### src/rtl/lsu_wb.sv
// lsu_wb: load/store unit with register write-back.
//
// Accepts one memory access at a time from the EX/MEM stage, issues it on a
// simple req/gnt/rvalid bus, and for loads writes the extracted (and
// optionally sign-extended) data back to the register file.
//
// Ports
//   clk, rst                    clock, synchronous active-high reset
//   req_valid / req_ready       request handshake (ready only while idle)
//   req_access_type             access kind code (byte/half/word, load/store, other)
//   req_sign_ext                sign-extend narrow load data
//   req_addr / req_wdata        byte address / store data
//   req_rd                      load destination register
//   mem_req / mem_we            bus request / write flag
//   mem_addr / mem_be           word-aligned address / byte enables
//   mem_wdata                   lane-replicated store data
//   mem_gnt / mem_rvalid        bus grant / read data valid
//   mem_rdata                   read word
//   reg_wen / reg_waddr         register-file write enable / address
//   reg_wdata                   register-file write data
//   stall                       high whenever the unit is busy
//   misalign_err                one-cycle pulse after a rejected misaligned access

`ifndef MEM_ACCESS_TYPE_WIDTH
`define CPU_WIDTH                  32
`define REG_ADDR_WIDTH             5
`define MEM_ACCESS_TYPE_WIDTH      3
`define MEM_ACCESS_TYPE_NONE       3'd0
`define MEM_ACCESS_TYPE_READ_BYTE  3'd1
`define MEM_ACCESS_TYPE_READ_HALF  3'd2
`define MEM_ACCESS_TYPE_READ_WORD  3'd3
`define MEM_ACCESS_TYPE_WRITE_BYTE 3'd4
`define MEM_ACCESS_TYPE_WRITE_HALF 3'd5
`define MEM_ACCESS_TYPE_WRITE_WORD 3'd6
`endif

module lsu_wb (
  input  logic                              clk,
  input  logic                              rst,
  input  logic                              req_valid,
  output logic                              req_ready,
  input  logic [`MEM_ACCESS_TYPE_WIDTH-1:0] req_access_type,
  input  logic                              req_sign_ext,
  input  logic [`CPU_WIDTH-1:0]             req_addr,
  input  logic [`CPU_WIDTH-1:0]             req_wdata,
  input  logic [`REG_ADDR_WIDTH-1:0]        req_rd,
  output logic                              mem_req,
  output logic                              mem_we,
  output logic [`CPU_WIDTH-1:0]             mem_addr,
  output logic [3:0]                        mem_be,
  output logic [`CPU_WIDTH-1:0]             mem_wdata,
  input  logic                              mem_gnt,
  input  logic                              mem_rvalid,
  input  logic [`CPU_WIDTH-1:0]             mem_rdata,
  output logic                              reg_wen,
  output logic [`REG_ADDR_WIDTH-1:0]        reg_waddr,
  output logic [`CPU_WIDTH-1:0]             reg_wdata,
  output logic                              stall,
  output logic                              misalign_err
);

  localparam logic [1:0] StIdle = 2'd0;
  localparam logic [1:0] StReq  = 2'd1;
  localparam logic [1:0] StWait = 2'd2;
  localparam logic [1:0] StWb   = 2'd3;

  localparam logic [1:0] SzByte = 2'd0;
  localparam logic [1:0] SzHalf = 2'd1;
  localparam logic [1:0] SzWord = 2'd2;

  logic [1:0]                 state_q, state_d;
  logic                       we_q;
  logic                       sign_q;
  logic [1:0]                 size_q;
  logic [`CPU_WIDTH-1:0]      addr_q;
  logic [`CPU_WIDTH-1:0]      wdata_q;
  logic [3:0]                 be_q;
  logic [`REG_ADDR_WIDTH-1:0] rd_q;
  logic [`CPU_WIDTH-1:0]      rdata_q;
  logic                       misalign_q;

  logic                       dec_mem;
  logic                       dec_store;
  logic [1:0]                 dec_size;
  logic                       dec_misalign;
  logic [3:0]                 dec_be;
  logic [`CPU_WIDTH-1:0]      dec_wdata;
  logic                       accept;
  logic                       start;
  logic [7:0]                 lane_b;
  logic [15:0]                lane_h;
  logic [`CPU_WIDTH-1:0]      load_data;

  // Request decode: kind, size, alignment, byte enables, replicated store data.
  always_comb begin
    dec_mem   = 1'b1;
    dec_store = 1'b0;
    dec_size  = SzWord;
    case (req_access_type)
      `MEM_ACCESS_TYPE_READ_BYTE:  dec_size = SzByte;
      `MEM_ACCESS_TYPE_READ_HALF:  dec_size = SzHalf;
      `MEM_ACCESS_TYPE_READ_WORD:  dec_size = SzWord;
      `MEM_ACCESS_TYPE_WRITE_BYTE: begin dec_store = 1'b1; dec_size = SzByte; end
      `MEM_ACCESS_TYPE_WRITE_HALF: begin dec_store = 1'b1; dec_size = SzHalf; end
      `MEM_ACCESS_TYPE_WRITE_WORD: begin dec_store = 1'b1; dec_size = SzWord; end
      default:                     dec_mem = 1'b0;
    endcase
  end

  always_comb begin
    dec_misalign = 1'b0;
    dec_be       = 4'b1111;
    dec_wdata    = req_wdata;
    case (dec_size)
      SzByte: begin
        dec_be    = 4'b0001 << req_addr[1:0];
        dec_wdata = {4{req_wdata[7:0]}};
      end
      SzHalf: begin
        dec_misalign = req_addr[0];
        dec_be       = req_addr[1] ? 4'b1100 : 4'b0011;
        dec_wdata    = {2{req_wdata[15:0]}};
      end
      default: dec_misalign = (req_addr[1:0] != 2'b00);
    endcase
  end

  assign accept = req_valid && (state_q == StIdle);
  assign start  = accept && dec_mem && !dec_misalign;

  // Load lane extraction uses the captured address offset.
  always_comb begin
    lane_b    = mem_rdata[{addr_q[1:0], 3'b000} +: 8];
    lane_h    = addr_q[1] ? mem_rdata[31:16] : mem_rdata[15:0];
    load_data = mem_rdata;
    case (size_q)
      SzByte:  load_data = {{24{sign_q & lane_b[7]}}, lane_b};
      SzHalf:  load_data = {{16{sign_q & lane_h[15]}}, lane_h};
      default: load_data = mem_rdata;
    endcase
  end

  always_comb begin
    state_d = state_q;
    case (state_q)
      StIdle:  if (start) state_d = StReq;
      StReq:   if (mem_gnt) state_d = we_q ? StIdle : StWait;
      StWait:  if (mem_rvalid) state_d = StWb;
      StWb:    state_d = StIdle;
      default: state_d = StIdle;
    endcase
  end

  always_ff @(posedge clk) begin
    if (rst) begin
      state_q    <= StIdle;
      we_q       <= 1'b0;
      sign_q     <= 1'b0;
      size_q     <= SzByte;
      addr_q     <= '0;
      wdata_q    <= '0;
      be_q       <= 4'b0000;
      rd_q       <= '0;
      rdata_q    <= '0;
      misalign_q <= 1'b0;
    end else begin
      state_q    <= state_d;
      misalign_q <= accept && dec_mem && dec_misalign;
      if (start) begin
        we_q    <= dec_store;
        sign_q  <= req_sign_ext;
        size_q  <= dec_size;
        addr_q  <= req_addr;
        wdata_q <= dec_store ? dec_wdata : '0;
        be_q    <= dec_be;
        rd_q    <= req_rd;
      end
      if (state_q == StWait && mem_rvalid) begin
        rdata_q <= load_data;
      end
    end
  end

  assign req_ready    = (state_q == StIdle);
  assign stall        = (state_q != StIdle);
  assign mem_req      = (state_q == StReq);
  assign mem_we       = we_q;
  assign mem_addr     = {addr_q[31:2], 2'b00};
  assign mem_be       = be_q;
  assign mem_wdata    = wdata_q;
  // A load to x0 still goes to the bus but never writes the register file.
  assign reg_wen      = (state_q == StWb) && (rd_q != '0);
  assign reg_waddr    = rd_q;
  assign reg_wdata    = rdata_q;
  assign misalign_err = misalign_q;

endmodule

### config.mk
export PLATFORM = sky130hd
export DESIGN_NAME = lsu_wb
export DESIGN_NICKNAME = d
export VERILOG_FILES = /design/src/rtl/lsu_wb.sv
export SDC_FILE = /design/constraint.sdc
export NUM_CORES = 1
export LEC_CHECK = 0
export ABC_AREA = 1
export BUFFER_PORTS_ARGS = -buffer_cell sky130_fd_sc_hd__buf_4
export CELL_PAD_IN_SITES_DETAIL_PLACEMENT = 1
export CELL_PAD_IN_SITES_GLOBAL_PLACEMENT = 1
export CORE_UTILIZATION = 35
export CTS_CLUSTER_SIZE = 8
export DETAILED_ROUTE_END_ITERATION = 10
export PLACE_DENSITY = 0.9
export SLEW_MARGIN = 20
export SYNTH_ARGS = -nofsm -noshare
export SYNTH_HDL_FRONTEND = slang
export SYNTH_SLANG_ARGS = --single-unit
export TNS_END_PERCENT = 30
### constraint.sdc
create_clock -name clk -period 2.25 [get_ports clk]
set_input_delay 0.225 -clock clk [delete_from_list [all_inputs] [get_ports clk]]
set_output_delay 0.225 -clock clk [all_outputs]
set_load 0.05 [all_outputs]
==> results by group <==
Run status
  • Status: complete, no violations

Place
  • Setup WS pre-CTS: 0.5123 ns
  • Port Buffers: 218
  • Detailed Place HPWL: 12850 um
  • Placer Congestion: 0.8329
  • Post-Place Cells: 1082

Worst hold path
  • Hold path depth: 3
  • Hold Startpoint: req_addr[12]
  • Hold path endpoint: addr_q[12]
  • Hold Path Class: input port to register

Finish
  • Finished Layout Cells: 1097
  • Fill cells: 1867
  • Ant diodes: 0
  • Final #Nets: 1019
  • Area grow syn2layout: 34.99%
  • Share of layout cells above drive strength 1: 0.2870

Floorplan
  • Die height: 123.8 um
  • Ports: 221
  • Row count: 44
  • DIE WIDTH: 123.8 um
  • Core area: 14530 um^2
  • Die area: 15340 um^2
  • Initial core utilization: 0.3575

GRT
  • Maximum number of pins on one net before global-route repair: 56
  • Vias in the first global route: 5167
  • Total track usage: 0.2231
  • Antenna violations before repair: 0
  • Total gr overflow: 0
  • Wire length of the first global-routing pass: 25770 um

Critical path
  • Crit-path slowest cell: or3_1
  • Crit path required time: 2.03 ns
  • Worst-path cell chain: or3_1, o311ai_0, inv_1, buf_4
  • R2R Path End: reg_waddr[0]
  • Reg2Reg Setup Slack: 0.53 ns
  • Crit-path leading delay family: simple AND/OR/NAND/NOR gates
  • Crit start category: register
  • Critical Path Fanout Max: 3
  • Buf/Inv on CP: 2
  • Data arrival, critical path: 1.61 ns
  • Crit end category: primary output
  • Cell count of the worst reg-to-reg path: 8
  • Largest stage delay, worst path: 0.37 ns
  • Crit path kind: register to primary output

STA
  • Tcrit/Tclk final: 0.8135
  • F_max: 546.3 MHz
  • Relative slew slack: 0.5834
  • Min Tclk post-route: 1.830 ns
  • Post-route setup slack: 0.4196 ns
  • Setup TNS: 0 ns
  • Slew Viols, Final: 0
  • Clk_skew: 0.006300 ns
  • RSZ-0062 raised after global routing: no
  • Final Hold Viols: 0
  • Worst-Margin Slew: 0.6249 ns
  • Final setup fails: 0

Yosys
  • Ranking of synthesized cells by area: dfxtp_1 (43%), nand2_1 (13%), a21oi_1 (8.7%)
  • Ys Warns: 0
  • Seq/Total Area, Yosys: 0.4315
  • Top cell type's share of synthesized area: 0.4315
  • Synth cell types: 30
  • #FFs+latches synth: 112
  • Mean Syn Cell Area: 7.003 um^2
  • Largest area contributor in the netlist: dfxtp_1
  • Area of the mapped netlist: 5196 um^2
  • Mapped Cells: 742

Routing
  • Drt via density: 4.949
  • Remaining antenna violation count: 0
  • WL met3: 1238 um
  • Avg WL per Cell: 15.78 um
  • WL final: 17320 um
  • Vias post-DR: 5429
  • Pre-antenna DRT Iters: 4
  • Wl on met1: 7108 um
  • Top Metal Used: met4
  • DRC: 0
  • Met2 WL: 8783 um
  • 1st-iter DRT viols: 266

CTS
  • Resized cells post-CTS: 0
  • Post-CTS Setup Inserts: 0
  • Clock Sink Count: 112
  • CTS tree: yes
  • Clk slew on worst S/H paths: 0.07 ns
  • Cts hold-fix bufs: 0
  • Clock Tree Root: clkbuf_16
  • Num CTS Buffers: 9
  • H-tree depth: 3
  • Clk_lat worst skew: 0.35 ns
  • Clock Path Buffers: 2

Job
  • Max Cap Violations: 0

Power and ir drop
  • Maximum vdd drop: 0.0004337 V
  • Tot Pwr: 6.373 mW
  • Power density over cell area: 908.6 nW/um^2
  • Leakage power: 3.342 nW
cells by family after synthesis:
logic type / count (synthesis) / synth area share
other: 1 / 0.0007217
flip-flops: 112 / 0.4315
buffers and inverters: 132 / 0.1286
AO/OA/AOI/OAI: 199 / 0.2129
AND/OR/NAND/NOR: 298 / 0.2263
report_power, final:
part | internal, mW | leakage (nW) | total [mW] | switching (mW)
clock | 0.884 | 0.145 | 1.61 | 0.724
combinational | 0.741 | 2.29 | 2.39 | 1.65
sequential | 2.22 | 0.909 | 2.37 | 0.151
synth_stat cells:
| library cell | n |
|---|---|
| clkbuf_1 | 24 |
| o211ai_1 | 15 |
| o2111ai_1 | 7 |
| nor2_4 | 2 |
| buf_4 | 37 |
| o21ai_0 | 66 |
| nand2_4 | 1 |
| inv_2 | 8 |
| a21oi_1 | 90 |
| dfxtp_1 | 112 |
| buf_2 | 15 |
| buf_6 | 2 |
| clkinv_1 | 1 |
| or3_1 | 1 |
| nor3_1 | 1 |
| o311ai_0 | 1 |
| conb_1 | 1 |
| a31oi_1 | 1 |
| nand2_2 | 2 |
| nor2_1 | 97 |
| nand3_2 | 1 |
| o22ai_1 | 1 |
| a22oi_1 | 1 |
| a21boi_0 | 7 |
| nand2_1 | 178 |
| o21a_1 | 8 |
| o21ai_1 | 2 |
| nand3_1 | 14 |
| inv_1 | 45 |
| nor2_2 | 1 |
state kept, by name (all words and copies together) (netlist names), named ones only:
signal / count
addr_q: 32
reg_wdata: 32
state_q: 1
reg_waddr: 5
mem_wdata: 32
mem_be: 4
sign_q: 1
misalign_err: 1
size_q: 2
mem_we: 1
layer usage:
metal	track usage	vias up
li1	-	2689
met1	0.2518	2558
met2	0.4014	171
met3	0.06822	11
met4	0.06325	0
met5	0	-
worst max path at each step:
| stage | start | endpoint | slack, ns | cells after the start |
|---|---|---|---|---|
| floorplan | state_q[0] | state_q[0] | 0.52 | 7 |
| global placement | register | addr_q[26] | 0.61 | 8 |
| detailed placement | register | addr_q[28] | 0.51 | 8 |
| CTS | reg_waddr[1] | reg_wen | 0.39 | 4 |
| global route | reg_waddr[1] | reg_wen | 0.34 | 4 |
| finish | reg_waddr[1] | reg_wen | 0.42 | 4 |
tightest hold or removal path: stages:
cell and delay (ns):
buf_4 0.07, o21ai_0 0.07, nor2_1 0.07
area by class of cell:
| cell class | instances | area (um^2) | area share |
|---|---|---|---|
| Clock buffer | 11 | 242.7 | 0.03461 |
| Inverter | 54 | 202.7 | 0.02890 |
| Timing Repair Buffer | 233 | 1762 | 0.2512 |
| Tap cell | 184 | 230.2 | 0.03282 |
| Multi-Input combinational cell | 499 | 2290 | 0.3264 |
| Sequential cell | 112 | 2242 | 0.3197 |
| Clock inverter | 4 | 45.04 | 0.006422 |
per-stage QoR:
step             util  cell area [um^2]  hold slack, ns
5_1_grt        0.4826              7014          0.1134
3_3_place_gp   0.4628              6726          0.4530
4_1_cts        0.4826              7014          0.1058
2_1_floorplan       -              5200          0.3679
6_report       0.4826              7014          0.1228
3_5_place_dp   0.4628              6726          0.4596
cells in the final DEF (no fill, tap or decap):
cell | synthesis | layout
buf_4 | 37 | 232
nand2_1 | 178 | 178
dfxtp_1 | 112 | 112
nor2_1 | 97 | 97
a21oi_1 | 90 | 90
o21ai_0 | 66 | 66
inv_1 | 45 | 45
o211ai_1 | 15 | 15
nand3_1 | 14 | 14
clkbuf_16 | 0 | 9
inv_2 | 8 | 8
o21a_1 | 8 | 8
a21boi_0 | 7 | 7
o2111ai_1 | 7 | 7
clkinv_2 | 0 | 3
o21ai_1 | 2 | 2
nand2_2 | 2 | 2
nor2_4 | 2 | 2
conb_1 | 1 | 2
nor2_2 | 1 | 1
or3_1 | 1 | 1
o311ai_0 | 1 | 1
nand2_4 | 1 | 1
clkinv_1 | 1 | 1
nand3_2 | 1 | 1
a22oi_1 | 1 | 1
a31oi_1 | 1 | 1
o22ai_1 | 1 | 1
nor3_1 | 1 | 1
clkbuf_1 | 24 | 1
clkbuf_8 | 0 | 1
bufinv_16 | 0 | 1
buf_12 | 0 | 1
No activity file was read; power rests on OpenSTA's default activity.
